===== src/rtl/ppg_dual_fir.sv =====
// Dual-channel (IR/RED) 16-tap low-pass FIR with a shared coefficient set.
// One time-serial MAC pass per accepted CLK_Filter edge; both channels accumulate in parallel.
module ppg_dual_fir #(
  parameter int NTAPS    = 16,
  parameter int EDGE_DIV = 10,
  parameter int SHIFT    = 8
) (
  input  logic       CLK,
  input  logic       rst_n,
  input  logic       CLK_Filter,
  input  logic [7:0] IR_ADC_Value,
  input  logic [7:0] RED_ADC_Value,
  input  logic       Coef_Wr,
  input  logic [3:0] Coef_Addr,
  input  logic [7:0] Coef_Data,
  output logic [7:0] IR_Filt_Out,
  output logic [7:0] RED_Filt_Out,
  output logic       Filt_Valid,
  output logic       Busy,
  output logic       Overrun
);

  localparam int AW    = $clog2(NTAPS);
  localparam int CW    = (EDGE_DIV > 1) ? $clog2(EDGE_DIV) : 1;
  localparam int ACC_W = 20;

  typedef enum logic [1:0] {IDLE, MAC, OUT} state_t;

  state_t           state_reg;
  logic             cf_prev_reg;
  logic [CW-1:0]    edge_cnt_reg;
  logic [AW-1:0]    wr_ptr_reg;
  logic [AW-1:0]    newest_reg;
  logic [AW-1:0]    tap_reg;
  logic [ACC_W-1:0] acc_ir_reg;
  logic [ACC_W-1:0] acc_red_reg;

  logic [7:0] coef_arr [NTAPS];
  logic [7:0] ir_arr   [NTAPS];
  logic [7:0] red_arr  [NTAPS];

  logic          rise;
  logic          accept;
  logic          start_pass;
  logic          coef_we;
  logic [AW-1:0] rd_idx;
  logic [15:0]   prod_ir;
  logic [15:0]   prod_red;

  assign rise       = CLK_Filter & ~cf_prev_reg;
  assign accept     = rise && (edge_cnt_reg == '0);
  assign start_pass = accept && (state_reg == IDLE);
  // Coefficients only change between passes so a pass never sees a mixed set.
  assign coef_we    = Coef_Wr && (state_reg == IDLE) && !accept;
  assign rd_idx     = newest_reg - tap_reg;
  assign prod_ir    = {8'd0, coef_arr[tap_reg]} * {8'd0, ir_arr[rd_idx]};
  assign prod_red   = {8'd0, coef_arr[tap_reg]} * {8'd0, red_arr[rd_idx]};

  genvar gi;
  generate
    for (gi = 0; gi < NTAPS; gi++) begin : g_tap
      logic [7:0] coef_reg;
      logic [7:0] ir_reg;
      logic [7:0] red_reg;

      always_ff @(posedge CLK or negedge rst_n) begin
        if (!rst_n) begin
          coef_reg <= 8'd16;
          ir_reg   <= '0;
          red_reg  <= '0;
        end else begin
          if (coef_we && (Coef_Addr == 4'(gi)))
            coef_reg <= Coef_Data;
          if (start_pass && (wr_ptr_reg == AW'(gi))) begin
            ir_reg  <= IR_ADC_Value;
            red_reg <= RED_ADC_Value;
          end
        end
      end

      assign coef_arr[gi] = coef_reg;
      assign ir_arr[gi]   = ir_reg;
      assign red_arr[gi]  = red_reg;
    end
  endgenerate

  function automatic logic [7:0] sat(input logic [ACC_W-1:0] a);
    logic [ACC_W-1:0] s;
    s = a >> SHIFT;
    return (s > ACC_W'(255)) ? 8'hFF : s[7:0];
  endfunction

  always_ff @(posedge CLK or negedge rst_n) begin
    if (!rst_n) begin
      state_reg    <= IDLE;
      cf_prev_reg  <= 1'b0;
      edge_cnt_reg <= '0;
      wr_ptr_reg   <= '0;
      newest_reg   <= '0;
      tap_reg      <= '0;
      acc_ir_reg   <= '0;
      acc_red_reg  <= '0;
      IR_Filt_Out  <= '0;
      RED_Filt_Out <= '0;
      Filt_Valid   <= 1'b0;
      Busy         <= 1'b0;
      Overrun      <= 1'b0;
    end else begin
      cf_prev_reg <= CLK_Filter;
      Filt_Valid  <= 1'b0;
      if (rise)
        edge_cnt_reg <= (edge_cnt_reg == CW'(EDGE_DIV - 1)) ? '0 : edge_cnt_reg + CW'(1);
      // Edges accepted mid-pass are dropped, never queued.
      if (accept && (state_reg != IDLE))
        Overrun <= 1'b1;

      case (state_reg)
        IDLE: begin
          if (accept) begin
            newest_reg  <= wr_ptr_reg;
            wr_ptr_reg  <= wr_ptr_reg + AW'(1);
            acc_ir_reg  <= '0;
            acc_red_reg <= '0;
            tap_reg     <= '0;
            Busy        <= 1'b1;
            state_reg   <= MAC;
          end
        end
        MAC: begin
          acc_ir_reg  <= acc_ir_reg + {4'd0, prod_ir};
          acc_red_reg <= acc_red_reg + {4'd0, prod_red};
          tap_reg     <= tap_reg + AW'(1);
          if (tap_reg == AW'(NTAPS - 1))
            state_reg <= OUT;
        end
        OUT: begin
          IR_Filt_Out  <= sat(acc_ir_reg);
          RED_Filt_Out <= sat(acc_red_reg);
          Filt_Valid   <= 1'b1;
          Busy         <= 1'b0;
          state_reg    <= IDLE;
        end
        default: state_reg <= IDLE;
      endcase
    end
  end

endmodule


===== config.mk =====
export PLATFORM = sky130hd
export DESIGN_NAME = ppg_dual_fir
export DESIGN_NICKNAME = d
export VERILOG_FILES = /design/src/rtl/ppg_dual_fir.sv
export SDC_FILE = /design/constraint.sdc
export NUM_CORES = 1
export LEC_CHECK = 0
export BUFFER_PORTS_ARGS = -buffer_cell sky130_fd_sc_hd__buf_2
export CORE_UTILIZATION = 58
export DETAILED_ROUTE_END_ITERATION = 6
export PLACE_DENSITY = 0.84
export REMOVE_ABC_BUFFERS = 1
export SETUP_SLACK_MARGIN = 0.05
export SYNTH_ARGS = -nofsm -noshare
export SYNTH_HDL_FRONTEND = slang
export SYNTH_SLANG_ARGS = --single-unit

===== constraint.sdc =====
create_clock -name CLK -period 7.35 [get_ports CLK]
set_input_delay 1.47 -clock CLK [delete_from_list [all_inputs] [get_ports CLK]]
set_output_delay 1.47 -clock CLK [all_outputs]
set_load 0.005 [all_outputs]

# Word level (Yosys, flattened, before mapping)
# Index checks and enable logic that the tools add are counted.
# op_classes
n_addsub,6
n_mul,2
n_lt_le_gt_ge,4
n_eq_ne,36
n_mux,23
bitwise_logic,4
reduce_logical,49
# op_table
operator,count
$bmux 8 s4,3
$pmux 20 s2,2
$eq 4x4->1 const B,18
$mux 8,8
$add 20x16->20,2
$logic_and 1x1->1,37
$eq 4x3->1 const B,8
$mul 8x8->16,2
$gt 12x8->1 const B,2
$mux 20,1
$eq 4x2->1 const B,4
$add 4x1->4 const B,3
$logic_not 4->1,3
$ge 5x5->1 const B,2
$not 4->5,2
$eq 4x1->1 const B,2
$mux 4,2
$pmux 4 s2,1
$reduce_and 2->1,4
$reduce_bool 2->1,3
$mux 2,2
$ne 2x2->1 const B,2
$pmux 2 s2,1
$sub 4x4->4,1
8 further kinds,9
# word_totals
regBits,462
inputBits,32
output_inout_bits,19

# Logic depth before layout (Yosys ltp)
# Gate-level depths: netlist (run 1).
# depth
ltp_word,8
depth_mapped,25
mapped_depth_nobuf,23

# Worst setup path after synthesis (run 1)
# No wires, ideal clock.
# synth_path
path_kind,register to register
from,register tap_reg[1]
to,register acc_ir_reg[12]
setup_time_ps,69
arrival_time_ps,6756
path_slack_ps,525
stages_incl_launch_ff,25
synth_period_minus_slack_ps,6825
path_cell_list,dfrtp_1 -> buf_2 -> buf_2 -> clkinv_1 -> ha_1 -> a21o_1 -> a21oi_1 -> xnor2_1 -> buf_2 -> mux2i_1 -> nand2b_1 -> fa_1 -> inv_1 -> fa_1 -> fa_1 -> inv_1 -> fa_1 -> inv_1 -> ha_1 -> o21ai_0 -> a21oi_1 -> a2bb2oi_1 -> a21oi_1 -> or4b_2 -> nand3_1
# synth_between
elab_chain_cells,8
# synth_rtl
element,line,rtl
start: declaration,34,logic [AW-1:0] tap_reg;
start signal: assignment,132,tap_reg <= tap_reg + AW'(1);
$sub 4x4->4,55,assign rd_idx = newest_reg - tap_reg;
$not 4->5 (not written as such),56,"assign prod_ir = {8'd0, coef_arr[tap_reg]} * {8'd0, ir_arr[rd_idx]};"
$bmux 8 s4,56,
$mux 8 (not written as such) (2 in a row),56,
$mul 8x8->16 *,56,
$add 20x16->20 *,130,"acc_ir_reg <= acc_ir_reg + {4'd0, prod_ir};"
$pmux 20 s2 *,117,case (state_reg)
end signal: assignment,130,
end: declaration,35,logic [ACC_W-1:0] acc_ir_reg;
# Every way passes the cells marked *; elsewhere a longest branch is shown, timed or not. The select of a mux whose other input is x is not followed.
# A chain may end at the register's enable or synchronous reset.

# Worst setup path after layout (run 1)
# Ends and elaborated chain as after synthesis.

==> results of run 1 <==
critical path: cells and delay by family (launching register included):
kind | cells | cell delay, ns
flip-flops | 1 | 0.35
adder cells (fa/ha/maj) | 6 | 3.26
buffers and inverters | 5 | 0.73
multiplexers | 3 | 0.77
AO/OA/AOI/OAI | 4 | 0.80
AND/OR/NAND/NOR | 3 | 0.85
per-stage QoR:
stage / hold WS, ns / area (sq um) / worst slack (ns) / setup TNS (ns)
after floorplan: 0.449 / 25800 / -1.70 / -36.08
after global routing: 0.500 / 28700 / 0.0676 / 0
after detailed placement: 0.470 / 27100 / 0.447 / 0
after CTS: 0.481 / 28700 / 0.427 / 0
final: 0.482 / 28700 / 0.440 / 0
after global placement: 0.462 / 27100 / 0.591 / 0
cell usage after synthesis (4+ instances only):
library cell / instances
sky130_fd_sc_hd__inv_1: 203
sky130_fd_sc_hd__xor2_1: 11
sky130_fd_sc_hd__dfstp_2: 16
sky130_fd_sc_hd__nor3_4: 5
sky130_fd_sc_hd__nor2b_1: 18
sky130_fd_sc_hd__nand4_1: 6
sky130_fd_sc_hd__fa_1: 101
sky130_fd_sc_hd__nand2_4: 4
sky130_fd_sc_hd__nand3_1: 22
sky130_fd_sc_hd__and3_1: 6
sky130_fd_sc_hd__a22o_1: 11
sky130_fd_sc_hd__clkbuf_1: 61
sky130_fd_sc_hd__nor2_4: 12
sky130_fd_sc_hd__nand2b_1: 39
sky130_fd_sc_hd__mux2_4: 10
sky130_fd_sc_hd__or2_2: 9
sky130_fd_sc_hd__buf_2: 20
sky130_fd_sc_hd__nor2_1: 81
sky130_fd_sc_hd__o21ai_0: 47
sky130_fd_sc_hd__o22a_1: 16
sky130_fd_sc_hd__o21ai_1: 5
sky130_fd_sc_hd__o21a_1: 7
sky130_fd_sc_hd__mux2_1: 35
sky130_fd_sc_hd__buf_4: 13
sky130_fd_sc_hd__dfrtp_1: 446
sky130_fd_sc_hd__and2_1: 4
sky130_fd_sc_hd__ha_1: 90
sky130_fd_sc_hd__mux4_2: 96
sky130_fd_sc_hd__mux2_2: 351
sky130_fd_sc_hd__a21o_1: 14
sky130_fd_sc_hd__a21oi_1: 21
sky130_fd_sc_hd__a211oi_1: 7
sky130_fd_sc_hd__xnor2_1: 15
sky130_fd_sc_hd__or3_1: 4
sky130_fd_sc_hd__mux2i_1: 44
sky130_fd_sc_hd__nand2_1: 112
kinds of logic (layout without fill, tap and decap cells):
logic type | after synthesis | count (layout) | synth area share
adder cells (fa/ha/maj) | 191 | 191 | 0.120
multiplexers | 536 | 536 | 0.270
buffers and inverters | 306 | 378 | 0.0479
flip-flops | 462 | 462 | 0.441
XOR/XNOR | 26 | 26 | 0.00868
AO/OA/AOI/OAI | 165 | 165 | 0.0425
other | 0 | 1 | 0
AND/OR/NAND/NOR | 344 | 344 | 0.0694
cell usage in the layout, fill, tap and decap left out, drive strengths merged, types with 21 or more instances in the layout:
master,netlist,layout
ha,90,90
nand3,22,22
buf,40,82
nor2,93,93
dfrtp,446,446
mux2,396,396
mux4,96,96
fa,101,101
a21oi,21,21
inv,203,205
mux2i,44,44
clkbuf,61,79
o21ai,52,52
nand2b,39,39
nand2,117,117
worst paths after layout:
kind	slack, ns	cells past startpoint	from	endpoint
worst max-delay path	0.44	21	tap_reg[1]$_DFFE_PN0P_	acc_ir_reg[12]$_DFFE_PN0P_
worst min-delay path	0.48	1	g_tap[1].ir_reg[6]$_DFFE_PN0P_	g_tap[1].ir_reg[6]$_DFFE_PN0P_
worst max register to register	0.44	21	tap_reg[1]$_DFFE_PN0P_	acc_ir_reg[12]$_DFFE_PN0P_
worst min register to register	0.48	1	g_tap[1].ir_reg[6]$_DFFE_PN0P_	g_tap[1].ir_reg[6]$_DFFE_PN0P_
max in group asynchronous	4.80	2	rst_n	g_tap[13].ir_reg[5]$_DFFE_PN0P_
min in group asynchronous	0.99	1	rst_n	g_tap[5].ir_reg[0]$_DFFE_PN0P_
final cells by class:
class | count | area (sq um)
Sequential cell | 462 | 11600
Inverter | 205 | 769
Antenna cell | 1 | 2.50
Timing Repair Buffer | 82 | 576
Clock inverter | 12 | 95.1
Fill cell | 3091 | 15700
Tap cell | 592 | 741
Multi-Input combinational cell | 1262 | 13500
Clock buffer | 79 | 1520
power groups by stage:
| stage | combinational, uW | sequential (uW) | clock (uW) |
|---|---|---|---|
| floorplan | 3560 | 3520 | 0 |
| global placement | 4850 | 3530 | 0 |
| detailed placement | 5030 | 3590 | 0 |
| CTS | 5070 | 3550 | 2490 |
| global route | 5540 | 3630 | 2580 |
| finish | 5080 | 3560 | 2440 |
routing by layer:
metal / GRT usage / vias to the layer above
met2: 0.455 / 474
li1: - / 7129
met3: 0.0476 / 129
met5: 0 / -
met1: 0.339 / 8412
met4: 0.101 / 0
==> summary.txt, run 1 <==
Routing
  – DRC marker count from the first detailed-route iteration: 1056
  – Met2 Routed Length: 29700 microns
  – Length of routed wiring on met1: 23600 microns
  – Number of iterations in the first detailed-routing pass: 6
  – Routed wire length on met3: 3310 microns
  – Top layer reached by signal wires: met4
  – Total wirelength of the detailed-routed design: 58400 microns
  – Vias after detailed routing: 16100
  – Number of antenna-violating nets in the routed design: 0
  – Final routed wire length divided by cell count: 21.7 microns
  – Detailed-route DRC error count: 0
  – Number of vias per cell after detailed routing: 5.99

Synth
  – Leading area contributor after synthesis: sky130_fd_sc_hd__dfrtp_1
  – EDFF count, synth: 0
  – Ranking of synthesized cells by area: sky130_fd_sc_hd__dfrtp_1 43%, sky130_fd_sc_hd__mux2_2 15%, sky130_fd_sc_hd__mux4_2 8.2%
  – Cell area after synthesis: 26200 sq um
  – Per-instance average area after synthesis: 12.9 sq um
  – Number of library cell types mapped by synthesis: 73
  – Share of the synthesized area in the top cell type: 0.425
  – Synth async-reset ratio: 1.00
  – Number of warning messages in the yosys log: 0
  – Synth Flop Type: sky130_fd_sc_hd__dfrtp_1
  – Post-synthesis instance total: 2030
  – Portion of the post-synthesis area used by sequential elements: 0.441
  – Number of register bits inferred by synthesis: 462

Min path
  – Hold crit path type: reg -> reg

Setup path
  – Startpoint kind of the worst setup timing path: register
  – Arrival time at the worst endpoint: 7.44 ns
  – Slowest stage cell on the critical path: sky130_fd_sc_hd__fa_2
  – Critical path cell sequence: clkinv_1 -> fa_2 -> buf_12 -> mux4_2 -> mux2i_1 -> mux2i_1 -> nand2_1 -> fa_1 -> fa_1 -> inv_1 -> fa_1 -> inv_1 -> fa_1 -> inv_1 -> ha_1 -> o21ai_0 -> a21oi_1 -> a2bb2oi_1 -> a21oi_1 -> or4b_2 -> nand3_1
  – Most frequent cell on the critical path: sky130_fd_sc_hd__fa_1
  – Critical path start-end classification: reg -> reg
  – Endpoint type of the worst setup path: register
  – Critical path peak fanout: 47
  – Maximum single-stage delay on the critical path: 0.90 ns
  – Data required, critical path: 7.88 ns

Clock network
  – Clock tree root buffer cell: sky130_fd_sc_hd__clkbuf_16
  – Clk sink count: 462
  – Deepest level of the CTS H-tree: 2
  – TritonCTS Buffers: 49
  – TritonCTS clock tree: done
  – Number of buffers added for setup after CTS: 0
  – Number of gates resized after CTS: 0
  – CTS max path bufs: 3
  – Source-to-sink clock delay at the later pin of the worst-skew pair: 0.61 ns
  – Clock-pin transition on the worst setup and hold timing paths: 0.06 ns
  – Hold buffers post-CTS: 0

Timing
  – RSZ-0062 raised after global routing: no
  – Final worst path period share: 0.940
  – Post-route minimum period: 6.91 ns
  – Final Slew Violations: 0
  – Max-slew headroom at the worst pin: 0.131
  – Slew of the pin with the lowest slew margin: 1.30 ns
  – Fmax: 0.145 GHz
  – Setup Viol. Count Final: 0
  – Final Hold Violating Endpoints: 0
  – Worst setup skew after layout: 0.0526 ns

Floorplanning
  – Site Rows: 77
  – Initial core utilization: 0.591
  – Area of the die: 46100 sq um
  – IO Count: 51
  – Area of the core: 44400 sq um
  – Die W: 215 microns
  – Y dimension of the die: 215 microns

Power
  – Total Power Consumption: 11100 uW
  – Cell-internal power: 6860 uW
  – Pwr/cell area: 386 nW/um^2
  – Clock network fraction of total power: 0.221
  – P_leak: 0.0138 uW
  – Logic gate share of total power: 0.459
  – Peak supply drop: 0.310 mV
  – Flop pwr share: 0.321
  – Switching share of power: 0.381
  – Net Sw Power: 4220 uW

Global routing
  – All-Layer GR Usage: 0.266
  – Wire length of the first global-routing pass: 96700 microns
  – Largest net degree at the start of global routing: 191
  – Via count of the first global-routing pass: 18100
  – Total grt overflow: 0
  – Number of antenna violations at the first check in global routing: 1

Finish
  – Fraction of layout cells with a size suffix above 1: 0.321
  – Finished Layout Cells: 2695
  – Relative area change from synthesis to final layout: 9.50%
  – Final-stage net count: 2285
  – Final design utilization: 0.647

Place
  – Placed wire-length estimate: 38100 microns
  – Final weighted congestion of routability-driven global placement: 0.913
  – Inst Count DP: 2603
  – I/O Buffers: 50

Flow run
  – Max Cap Violations: 0

Run status
  – Outcome: completed
Note: power is estimated with default switching activity, not from simulation.
==> inputs of run 2 (changes only) <==
--- a/config.mk
+++ b/config.mk
@@ -8,6 +8,7 @@
 export BUFFER_PORTS_ARGS = -buffer_cell sky130_fd_sc_hd__buf_2
 export CORE_UTILIZATION = 58
 export DETAILED_ROUTE_END_ITERATION = 6
+export GPL_TIMING_DRIVEN = 0
 export PLACE_DENSITY = 0.84
 export REMOVE_ABC_BUFFERS = 1
 export SETUP_SLACK_MARGIN = 0.05
==> summary.txt, run 2 (same netlist as run 1, synthesis figures left out) <==
Routing
  – Vias after detailed routing: 16100
  – DRC marker count from the first detailed-route iteration: 978
  – Detailed-route DRC error count: 0
  – Total wirelength of the detailed-routed design: 58200 microns
  – Final routed wire length divided by cell count: 21.7 microns
  – Number of vias per cell after detailed routing: 5.99
  – Number of iterations in the first detailed-routing pass: 5
  – Number of antenna-violating nets in the routed design: 0

Power
  – P_leak: 0.0139 uW
  – Total Power Consumption: 11400 uW
  – Pwr/cell area: 392 nW/um^2
  – Peak supply drop: 0.350 mV

Setup path
  – Data required, critical path: 7.87 ns
  – Critical path start-end classification: reg -> reg
  – CP endpoint: acc_ir_reg[12]$_DFFE_PN0P_
  – Endpoint type of the worst setup path: register
  – Startpoint kind of the worst setup timing path: register
  – Arrival time at the worst endpoint: 7.58 ns
  – Cells on worst reg2reg path: 21
  – Reg2Reg Setup Slack: 0.29 ns
  – R2r endpoint: acc_ir_reg[12]$_DFFE_PN0P_
  – Beginning of the worst register-to-register path: tap_reg[1]$_DFFE_PN0P_
  – Critical path peak fanout: 46
  – Crit. Startpoint: tap_reg[1]$_DFFE_PN0P_

Run status
  – Outcome: completed

Timing
  – Slew of the pin with the lowest slew margin: 1.42 ns
  – Setup Viol. Count Final: 0
  – Final Slew Violations: 0
  – Final Hold Violating Endpoints: 0
  – RSZ-0062 raised after global routing: no
  – Final worst path period share: 0.960
  – Post-route minimum period: 7.06 ns
  – Worst setup skew after layout: 0.0186 ns
  – Hold Worst Slack: 0.480 ns
  – Fmax: 0.142 GHz
  – Max-slew headroom at the worst pin: 0.0535

Clock network
  – Deepest level of the CTS H-tree: 2
  – Clk sink count: 462
  – CTS max path bufs: 3
  – Source-to-sink clock delay at the later pin of the worst-skew pair: 0.59 ns
  – Clock-pin transition on the worst setup and hold timing paths: 0.06 ns
  – Clock tree root buffer cell: sky130_fd_sc_hd__clkbuf_16
  – TritonCTS clock tree: done
  – TritonCTS Buffers: 48

Floorplanning
  – Y dimension of the die: 215 microns
  – Site Rows: 77
  – Area of the core: 44400 sq um
  – IO Count: 51
  – Initial core utilization: 0.591
  – Area of the die: 46100 sq um
  – Die W: 215 microns

Global routing
  – Wire length of the first global-routing pass: 95300 microns
  – Largest net degree at the start of global routing: 133
  – Number of antenna violations at the first check in global routing: 2
  – Via count of the first global-routing pass: 17800
  – Total grt overflow: 0
  – All-Layer GR Usage: 0.262

Place
  – Placed wire-length estimate: 37100 microns
  – Final weighted congestion of routability-driven global placement: 0.880
  – Placement-stage cell area: 27100 sq um
  – Inst Count DP: 2584
  – I/O Buffers: 50

Finish
  – Most common library cell in the layout ignoring fill and taps: sky130_fd_sc_hd__dfrtp_1
  – Post-route cell area: 29000 sq um
  – Finished Layout Cells: 2685
  – Commonest non-fill, non-tap cells in the layout: 443 x sky130_fd_sc_hd__dfrtp_1, 351 x sky130_fd_sc_hd__mux2_2, 203 x sky130_fd_sc_hd__inv_1, 112 x sky130_fd_sc_hd__nand2_1, 100 x sky130_fd_sc_hd__fa_1
  – Fraction of layout cells with a size suffix above 1: 0.325
  – Final-stage net count: 2279
  – Count of fill cells added during filler insertion: 2976
  – Total area of multi-input combinational cells: 13600 sq um
  – Relative area change from synthesis to final layout: 10.3%
  – Area of all sequential standard cells: 11600 sq um

Min path
  – Worst hold path startpoint: acc_red_reg[6]$_DFFE_PN0P_
  – Hold crit path type: reg -> reg

Flow run
  – Max Cap Violations: 0
## run 2: repair_timing
item / 4_1_cts / 5_1_grt
pin swaps: 3 / 0
resized for setup: 13 / 8
endpoints found under the setup margin: 32 / 12
hold buffers: 0 / 0
setup buffers: 6 / 7
## run 2: stage by stage
stage	TNS, ns	worst slack (ns)	utilization
final	0	0.292	0.652
after global routing	0	0.0295	0.652
after CTS	0	0.0918	0.649
after detailed placement	-26.24	-1.51	0.611
after global placement	-1852.31	-4.70	0.602
after floorplan	-36.08	-1.70	-
## run 2: layout make-up
cell class,instances,area share
inverters,205,0.0267
clock buffers,72,0.0495
flip-flops and latches,462,0.400
well taps,592,0.0256
multi-input cells,1262,0.468
repair buffers,77,0.0240
clock inverters,13,0.00562
diodes,2,0.000173
## run 2: how the worst min path moves through the flow
stage | to | slack [ns] | cells past startpoint
6_report | acc_red_reg[6]$_DFFE_PN0P_ | 0.48 | 2
5_1_grt | g_tap[2].red_reg[6]$_DFFE_PN0P_ | 0.49 | 1
3_5_place_dp | acc_red_reg[6]$_DFFE_PN0P_ | 0.47 | 2
2_1_floorplan | acc_red_reg[6]$_DFFE_PN0P_ | 0.45 | 2
4_1_cts | acc_red_reg[6]$_DFFE_PN0P_ | 0.48 | 2
3_3_place_gp | g_tap[2].ir_reg[0]$_DFFE_PN0P_ | 0.46 | 1
## run 2: power by group
part	leakage (uW)	total (uW)	switching [uW]	internal, uW
clock network	0.000792	2460	1010	1450
registers	0.00607	3620	443	3180
logic	0.00700	5280	2830	2440
## run 2: critical path, cell delays in order (launching register included)
cell                        delay (ns)
sky130_fd_sc_hd__dfrtp_4          0.60
sky130_fd_sc_hd__clkinv_2         0.25
sky130_fd_sc_hd__fa_4             0.85
sky130_fd_sc_hd__buf_16           0.27
sky130_fd_sc_hd__mux4_2           0.27
sky130_fd_sc_hd__mux2i_1          0.13
sky130_fd_sc_hd__mux2i_2          0.39
sky130_fd_sc_hd__nand2_1          0.15
sky130_fd_sc_hd__fa_1             0.55
sky130_fd_sc_hd__fa_1             0.55
sky130_fd_sc_hd__inv_1            0.05
sky130_fd_sc_hd__fa_1             0.47
sky130_fd_sc_hd__inv_1            0.05
sky130_fd_sc_hd__fa_1             0.47
sky130_fd_sc_hd__inv_1            0.04
sky130_fd_sc_hd__ha_1             0.37
sky130_fd_sc_hd__o21ai_0          0.14
sky130_fd_sc_hd__a21oi_1          0.20
sky130_fd_sc_hd__a2bb2oi_2        0.27
sky130_fd_sc_hd__a21oi_1          0.13
sky130_fd_sc_hd__or4b_2           0.62
sky130_fd_sc_hd__nand3_1          0.09
## run 2: routing by layer
metal,up-vias,wire (microns),GRT usage
li1,7097,-,-
met1,8438,23800,0.335
met2,443,30000,0.457
met3,107,2910,0.0405
met4,0,1540,0.0893
met5,-,0,0
